==> src/rtl/resp_demux_pkg.sv <==
// Shared types and defaults for the response demultiplexer.
package resp_demux_pkg;

   typedef enum logic { OWNER_IFETCH = 1'b0, OWNER_LSU = 1'b1 } owner_e;

   localparam int unsigned DEFAULT_DEPTH = 4;

endpackage

==> src/rtl/owner_fifo.sv <==
// In-order FIFO of 1-bit owner tags; DEPTH must be a power of two >= 2.
module owner_fifo
   import resp_demux_pkg::*;
#(
   parameter int unsigned DEPTH = DEFAULT_DEPTH
) (
   input  logic                     clk,
   input  logic                     rst_n,
   input  logic                     push,
   input  owner_e                   din,
   input  logic                     pop,
   output owner_e                   dout,
   output logic                     full,
   output logic                     empty,
   output logic [$clog2(DEPTH):0]   count
);

   localparam int unsigned PTR_W = $clog2(DEPTH);
   localparam int unsigned CNT_W = PTR_W + 1;

   owner_e             mem [DEPTH];
   logic [PTR_W-1:0]   wptr;
   logic [PTR_W-1:0]   rptr;
   logic               do_push;
   logic               do_pop;

   assign full    = (count == CNT_W'(DEPTH));
   assign empty   = (count == '0);
   assign dout    = mem[rptr];
   assign do_pop  = pop && !empty;
   // A push into a full FIFO is only taken when a pop frees the slot this cycle.
   assign do_push = push && (!full || do_pop);

   always_ff @(posedge clk) begin
      if (do_push) begin
         mem[wptr] <= din;
      end
   end

   always_ff @(posedge clk) begin
      if (!rst_n) begin
         wptr  <= '0;
         rptr  <= '0;
         count <= '0;
      end else begin
         if (do_push) begin
            wptr <= wptr + PTR_W'(1);
         end
         if (do_pop) begin
            rptr <= rptr + PTR_W'(1);
         end
         if (do_push && !do_pop) begin
            count <= count + CNT_W'(1);
         end else if (!do_push && do_pop) begin
            count <= count - CNT_W'(1);
         end
      end
   end

endmodule

==> src/rtl/resp_demux2.sv <==
// Steers in-order memory responses to fetch (0) or LSU (1) via registered output slots.
// Optional RESP_DEMUX_ERR_EN adds sticky err_o for overflow pushes and stray responses.
module resp_demux2
   import resp_demux_pkg::*;
#(
   parameter int unsigned DATA_WIDTH      = 32,
   parameter int unsigned MAX_OUTSTANDING = DEFAULT_DEPTH
) (
   input  logic                  clk,
   input  logic                  rst_n,
   input  logic                  req_fire_i,
   input  logic                  req_sel_i,
   output logic                  req_stall_o,
   input  logic                  resp_valid_i,
   input  logic [DATA_WIDTH-1:0] resp_data_i,
   output logic                  resp_ready_o,
   output logic                  out0_valid_o,
   output logic [DATA_WIDTH-1:0] out0_data_o,
   input  logic                  out0_ready_i,
   output logic                  out1_valid_o,
   output logic [DATA_WIDTH-1:0] out1_data_o,
   input  logic                  out1_ready_i,
   output logic                  idle_o
`ifdef RESP_DEMUX_ERR_EN
   ,
   output logic                  err_o
`endif
);

   localparam int unsigned CNT_W = $clog2(MAX_OUTSTANDING) + 1;

   owner_e            head;
   logic              fifo_full;
   logic              fifo_empty;
   logic [CNT_W-1:0]  count;
   logic              accept0;
   logic              accept1;
   logic              hs;
   logic              load0;
   logic              load1;

   owner_fifo #(
      .DEPTH (MAX_OUTSTANDING)
   ) u_owner_fifo (
      .clk   (clk),
      .rst_n (rst_n),
      .push  (req_fire_i),
      .din   (owner_e'(req_sel_i)),
      .pop   (hs),
      .dout  (head),
      .full  (fifo_full),
      .empty (fifo_empty),
      .count (count)
   );

   // Only the head owner's slot matters: a stalled head blocks the other requester.
   assign accept0      = !out0_valid_o || out0_ready_i;
   assign accept1      = !out1_valid_o || out1_ready_i;
   assign resp_ready_o = !fifo_empty && ((head == OWNER_LSU) ? accept1 : accept0);
   assign hs           = resp_valid_i && resp_ready_o;
   assign load0        = hs && (head == OWNER_IFETCH);
   assign load1        = hs && (head == OWNER_LSU);

   assign req_stall_o  = fifo_full;
   assign idle_o       = (count == '0) && !out0_valid_o && !out1_valid_o;

   // Output slots: a full slot being drained reloads in the same cycle.
   always_ff @(posedge clk) begin
      if (!rst_n) begin
         out0_valid_o <= 1'b0;
         out0_data_o  <= '0;
         out1_valid_o <= 1'b0;
         out1_data_o  <= '0;
      end else begin
         if (load0) begin
            out0_valid_o <= 1'b1;
            out0_data_o  <= resp_data_i;
         end else if (out0_ready_i) begin
            out0_valid_o <= 1'b0;
         end
         if (load1) begin
            out1_valid_o <= 1'b1;
            out1_data_o  <= resp_data_i;
         end else if (out1_ready_i) begin
            out1_valid_o <= 1'b0;
         end
      end
   end

`ifdef RESP_DEMUX_ERR_EN
   always_ff @(posedge clk) begin
      if (!rst_n) begin
         err_o <= 1'b0;
      end else if ((req_fire_i && fifo_full && !hs) || (resp_valid_i && fifo_empty)) begin
         err_o <= 1'b1;
      end
   end
`endif

endmodule

==> config.mk <==
export PLATFORM = sky130hd
export DESIGN_NAME = resp_demux2
export DESIGN_NICKNAME = d
export VERILOG_FILES = /design/src/rtl/resp_demux_pkg.sv /design/src/rtl/owner_fifo.sv /design/src/rtl/resp_demux2.sv
export SDC_FILE = /design/constraint.sdc
export NUM_CORES = 1
export LEC_CHECK = 0
export CAP_MARGIN = 20
export CORE_ASPECT_RATIO = 1.2
export CORE_MARGIN = 2
export CORE_UTILIZATION = 40
export CTS_CLUSTER_SIZE = 12
export DETAILED_ROUTE_END_ITERATION = 12
export PLACE_DENSITY = 0.81
export SYNTH_ARGS = -nofsm -noshare
export SYNTH_HDL_FRONTEND = slang
export SYNTH_SLANG_ARGS = --single-unit
==> constraint.sdc <==
create_clock -name clk -period 2.88 [get_ports clk]
set_clock_uncertainty 0.2 [all_clocks]
set_input_delay 0.72 -clock clk [delete_from_list [all_inputs] [get_ports clk]]
set_output_delay 0.72 -clock clk [all_outputs]
set_load 0.1 [all_outputs]
==> metrics.cfg, run 1 <==
[clock_tree]
clock_latency_ns = 0.34
clock_sinks = 79
clk_pin_slew_ns = 0.07
cts_max_level = 3
cts_tree = yes
cts_buffer_depth = 2
cts_buffers = 9
clock-root-buffer = clkbuf_8

[sta]
whs_ns = 0.255
fmax_mhz = 358
setup_ws_ns = 0.0862
slew_viol_final = 0
fin_crit_ns = 2.79
hold_viol = 0
setup_violations = 0
relSlewSlack_pct = 51.6
worst-slew-pin-transition_ns = 0.720
rsz0062_at_grt = no
finalCritPeriodShare_pct = 97.0

[run]
drv_cap = 0

[logic_synthesis]
ys_warn_count = 0
netlist_area_mm2 = 0.00295
syn-num-nets = 394
yosysSeqAreaShare_pct = 55.0
syn_area_per_cell_um2 = 8.45
synth_seq_cells = 79
syn_inst = 349
ys_types = 31

[grt]
grt_first_pass_wirelength_um = 11800
gr-usage-all-layers_pct = 18.7
overflow = 0
grt_pass1_vias = 2611
grt_max_degree = 73
grt_antenna_before_repair = 0

[floorplanning]
core_mm2 = 0.00719
rows = 34
initial_utilization_pct = 41.0
die_y_um = 98.0
top_level_ports = 108
die_area_mm2 = 0.00808
die_x_um = 82.4

[worst_setup_path]
end_kind = primary output
start_kind = flip-flop
cp.depth = 5
slowest_delay_ns = 0.54
r2r_cells = 9
worst_ep_required_time_ns = 1.96
crit_slowest_cell = mux4_2
path_delay_family = multiplexers
cp_cell_sequence = mux4_2 -> mux2i_4 -> buf_6 -> nor2_4 -> buf_12
critical_path_class = flip-flop to primary output
worstPathArrival_ns = 1.87
path_buf_inv = 2
critPathMaxFanout = 4

[place]
gp_congestion = 0.808
port_buffers = 107
post-place-ws_ns = -0.395
dp_hpwl_um = 5140

[run_status]
status = finished, final reports clean

[route]
vias = 2723
first_iter_violations = 86
wirelength_um = 7390
vias_per_cell = 4.90
dr.pass1.iters = 4
drc = 0
wl_per_cell_um = 13.3
antenna_left = 0

[power]
total_leakage_power_nw = 1.75
peakVddDrop_uv = 773
p_int_mw = 2.42
power_mw = 4.65
switching_share_pct = 47.9
power_density_mw_per_mm2 = 1080
comb_power_share_pct = 50.7
seq_power_share_pct = 30.7
net-switching-power_mw = 2.23
pwr-share-clk_pct = 18.6

[cells_and_area]
syn2layout_area_growth_pct = 45.7
drive_gt1_share_pct = 24.9
seqCellArea_mm2 = 0.00163
diodes = 0
multi_input_area_mm2 = 0.00126
nets = 507
fillers = 657

[min_path]
whs_path_depth = 2
hold_path_class = flip-flop to flip-flop

## per-layer routing
layer  vias up  global-route usage, %  routed length [um]
met1      1269                   21.2                3030
met3        13                   6.01                 571
met5         -                      0                   0
met2        76                   32.1                3670
li1       1365                      -                   -
met4         0                   6.92                 119
## layout by cell type, fill, tap and decap left out, types with 4 or more instances in the layout
cell type and instances:
clkbuf_8 10, ha_1 4, dfxtp_1 72, a21oi_1 69, nand2_1 133, clkdlybuf4s50_1 37
and2_1 4, inv_1 5, buf_4 81, edfxtp_1 4
## stage by stage
stage	instances	TNS (ns)	cell area (um2)	utilization, %
finish	556	0	4300	59.7
CTS	556	0	4270	59.4
global route	556	0	4300	59.7
global placement	540	-0.335	4030	56.0
detailed placement	540	-0.571	4030	56.0
floorplan	349	0	2970	-
## registers in the layout, indices dropped and copies added (netlist names), named ones only
signal,cells
out0_data_o,32
out0_valid_o,1
out1_data_o,32
out1_valid_o,1
u_owner_fifo.count,3
u_owner_fifo.mem,4
u_owner_fifo.rptr,2
u_owner_fifo.wptr,2
## cell usage after synthesis
cell,n,share of area [%]
fa_1,1,0.68
nor2_1,3,0.38
a21oi_1,69,12
nand2b_1,3,0.64
buf_2,6,1.0
dfxtp_1,75,51
xor2_1,2,0.59
and2_1,4,0.85
inv_2,1,0.13
o21ai_0,2,0.34
or4_1,1,0.25
nor3_2,1,0.34
mux2i_1,3,1.0
nand3_1,1,0.17
nand2_1,133,17
o31ai_1,2,0.51
and3_1,1,0.21
nor3b_1,2,0.51
inv_1,5,0.64
clkbuf_1,12,1.5
nor3_1,1,0.17
buf_6,3,1.1
edfxtp_1,4,4.1
mux4_2,1,0.76
o22ai_2,1,0.42
or3_1,3,0.64
ha_1,5,2.1
mux2i_2,1,0.47
a21oi_2,1,0.30
o31a_1,1,0.30
nor2b_1,1,0.21
## layout make-up
type                            instances  area share, %
Multi-Input combinational cell        243           29.4
Clock buffer                           11           3.29
Tap cell                               90           2.62
Inverter                                6          0.524
Clock inverter                          4           1.63
Timing Repair Buffer                  123           24.7
Sequential cell                        79           37.8
## path summary, 6_finish.rpt
check                                      from  slack, ns                                  to
setup / recovery  u_owner_fifo.mem[3]$_DFFE_PP_       0.09                        resp_ready_o
hold / removal      out1_data_o[8]$_SDFFE_PN0P_       0.26         out1_data_o[8]$_SDFFE_PN0P_
setup reg to reg  u_owner_fifo.mem[3]$_DFFE_PP_       0.15  u_owner_fifo.count[2]$_SDFFE_PN0P_
hold reg to reg     out1_data_o[8]$_SDFFE_PN0P_       0.26         out1_data_o[8]$_SDFFE_PN0P_
## power groups by stage
stage               clock network (mW)  registers, mW  logic [mW]
floorplan                            0           2.45       0.729
global placement                     0           1.44        2.30
detailed placement                   0           1.45        2.32
CTS                              0.886           1.43        2.35
global route                     0.929           1.45        2.48
finish                           0.864           1.43        2.35
## repair_timing
action	4_1_cts	5_1_grt
endpoints found under the setup margin	2	2
gates resized for setup	4	7
pin swaps	0	2
hold buffers	0	0
setup buffers	1	0
## logic make-up after synthesis
| logic type | count (synthesis) | share of synthesized area [%] |
|---|---|---|
| AOI/OAI and AO/OA | 76 | 13.6 |
| xor gates and xnor gates | 2 | 0.594 |
| adders and majority gates | 6 | 2.80 |
| buffers and inverters | 27 | 4.46 |
| DFF | 79 | 55.0 |
| muxes | 5 | 2.25 |
| and+or+nand+nor | 154 | 21.3 |
## tightest hold or removal path, cell delays in order, from the launching register on
cell,delay [ns]
dfxtp_1,0.31
nand2_1,0.05
a21oi_1,0.05
Power figures use the tool's default switching activity.
==> inputs of run 2 (changes only) <==
--- a/config.mk
+++ b/config.mk
@@ -6,12 +6,14 @@
 export NUM_CORES = 1
 export LEC_CHECK = 0
 export CAP_MARGIN = 20
+export CELL_PAD_IN_SITES_DETAIL_PLACEMENT = 1
+export CELL_PAD_IN_SITES_GLOBAL_PLACEMENT = 1
 export CORE_ASPECT_RATIO = 1.2
 export CORE_MARGIN = 2
-export CORE_UTILIZATION = 40
+export CORE_UTILIZATION = 28
 export CTS_CLUSTER_SIZE = 12
 export DETAILED_ROUTE_END_ITERATION = 12
-export PLACE_DENSITY = 0.81
+export PLACE_DENSITY = 0.79
 export SYNTH_ARGS = -nofsm -noshare
 export SYNTH_HDL_FRONTEND = slang
 export SYNTH_SLANG_ARGS = --single-unit
==> run 2 against run 1 <==
Clock power is 42% higher; via count is 1.1% higher; sequential share of layout area is 1.3 points lower; power is 8.6% higher; largest power group unchanged; sequential power hardly changed; critical path type unchanged.
==> metrics.cfg, run 2 (synthesis results as in run 1) <==
[power]
power_density_mw_per_mm2 = 1130
total_leakage_power_nw = 1.80
peakVddDrop_uv = 864

[clock_tree]
cts_buffer_depth = 2
clock_sinks = 79
clock-root-buffer = clkbuf_16
hold_buffers = 0
clk_pin_slew_ns = 0.06
cts_buffers = 9
clock_latency_ns = 0.33
cts_max_level = 3
cts_tree = yes
cts_setup_buffers = 0

[worst_setup_path]
worstPathArrival_ns = 1.91
reg2reg_from = u_owner_fifo.mem[0]$_DFFE_PP_
crit_path_start = u_owner_fifo.mem[0]$_DFFE_PP_
critPathMaxFanout = 5
worst_ep_required_time_ns = 1.96
timing.rr.end = u_owner_fifo.count[2]$_SDFFE_PN0P_
critical_path_class = flip-flop to primary output
ff2ff_setup_slack_ns = 0.08
setup.worst_path.end = resp_ready_o
r2r_cells = 9
end_kind = primary output
start_kind = flip-flop

[cells_and_area]
fillers = 1233
nets = 508
seqCellArea_mm2 = 0.00163
drive_gt1_share_pct = 24.8
final_core_util_pct = 42.9
final_common_cell = nand2_1
final_cell_mix = nand2_1, buf_4, dfxtp_1, a21oi_1, clkdlybuf4s50_1
stdcell_count = 597
reg_top3 = out0_data_o: 32 flops, out1_data_o: 32 flops, u_owner_fifo.mem: 4 flops
multi_input_area_mm2 = 0.00126
diodes = 0
syn2layout_area_growth_pct = 50.9

[sta]
slew_viol_final = 0
setup_violations = 0
relSlewSlack_pct = 42.7
fin_crit_ns = 2.83
worst-slew-pin-transition_ns = 0.853
hold_viol = 0
fmax_mhz = 353
rsz0062_at_grt = no
finalCritPeriodShare_pct = 98.3

[grt]
use_met2_pct = 28.0
met3_usage_pct = 4.19
gr-usage-all-layers_pct = 15.6
grt_first_pass_wirelength_um = 14000
grt_antenna_before_repair = 0
grt_pass1_vias = 2838
grtUsageMet1_pct = 17.8
overflow = 0
grt.busiest_layer = met2
grt_max_degree = 43

[route]
wl_per_cell_um = 14.5
dr.pass1.iters = 4
vias_per_cell = 4.61
vias = 2752
antenna_left = 0
wirelength_um = 8680
first_iter_violations = 52
drc = 0

[floorplanning]
core_mm2 = 0.0104
die_y_um = 116
die_x_um = 97.7
top_level_ports = 108
rows = 41
initial_utilization_pct = 28.4
die_area_mm2 = 0.0114

[min_path]
min_from = out1_data_o[28]$_SDFFE_PN0P_
hold_path_class = flip-flop to flip-flop

[run]
drv_cap = 0

[place]
dp.cells = 581
port_buffers = 107
dp_hpwl_um = 6340
gp_congestion = 0.784

[run_status]
status = finished, final reports clean

-- run 2: area by class of cell --
type | instances | area share (%)
tap | 129 | 3.63
inverter | 6 | 0.506
clock inverter | 3 | 1.46
sequential | 79 | 36.5
clock buffer | 13 | 5.85
multi-input combinational | 243 | 28.3
timing repair buffer | 124 | 23.7
-- run 2: metrics by stage --
| step | hold WS [ns] | setup WS [ns] | TNS (ns) | power, mW | cell area [um2] |
|---|---|---|---|---|---|
| finish | 0.256 | 0.0500 | 0 | 5.04 | 4450 |
| global route | 0.276 | 0.00493 | 0 | 5.28 | 4450 |
| CTS | 0.256 | 0.0143 | 0 | 5.08 | 4430 |
| detailed placement | 0.249 | -0.402 | -0.555 | 3.81 | 4080 |
| global placement | 0.243 | -0.269 | -0.322 | 3.76 | 4080 |
| floorplan | 0.253 | 0.0525 | 0 | 3.18 | 2970 |
-- run 2: repair_timing --
action                     in CTS  in global routing
cloned                          0                  0
resized for setup               3                  5
pin swaps                       0                  1
setup endpoints to repair       2                  2
-- run 2: metal layers --
metal	wire [um]	up-vias
li1	-	1360
met1	3620	1315
met2	4490	66
met3	448	11
met4	124	0
met5	0	-
-- run 2: how the worst min path moves through the flow --
| stage | end | cells after the start |
|---|---|---|
| finish | out1_data_o[28]$_SDFFE_PN0P_ | 2 |
| global route | out1_data_o[26]$_SDFFE_PN0P_ | 2 |
| CTS | out1_data_o[28]$_SDFFE_PN0P_ | 2 |
| detailed placement | out1_data_o[28]$_SDFFE_PN0P_ | 2 |
| global placement | out1_data_o[9]$_SDFFE_PN0P_ | 2 |
| floorplan | flip-flop | 2 |
-- run 2: power breakdown --
| part | switching (mW) | internal [mW] |
|---|---|---|
| Clock | 0.428 | 0.805 |
| Sequential | 0.137 | 1.30 |
| Combinational | 1.76 | 0.615 |
| Total | 2.33 | 2.72 |
-- run 2: worst max-delay path, cell delays in order (launching register included) --
cell and delay [ns]:
edfxtp_1 0.36, mux4_2 0.52, mux2i_4 0.22, buf_4 0.16
nor2_4 0.12, buf_12 0.18
==> inputs of run 3 (changes only) <==
--- a/config.mk
+++ b/config.mk
@@ -11,7 +11,7 @@
 export CORE_ASPECT_RATIO = 1.2
 export CORE_MARGIN = 2
 export CORE_UTILIZATION = 28
-export CTS_CLUSTER_SIZE = 12
+export CTS_CLUSTER_SIZE = 25
 export DETAILED_ROUTE_END_ITERATION = 12
 export PLACE_DENSITY = 0.79
 export SYNTH_ARGS = -nofsm -noshare
==> results of run 3 <==
The final DEF is identical to that of run 2; final timing and power are the same.
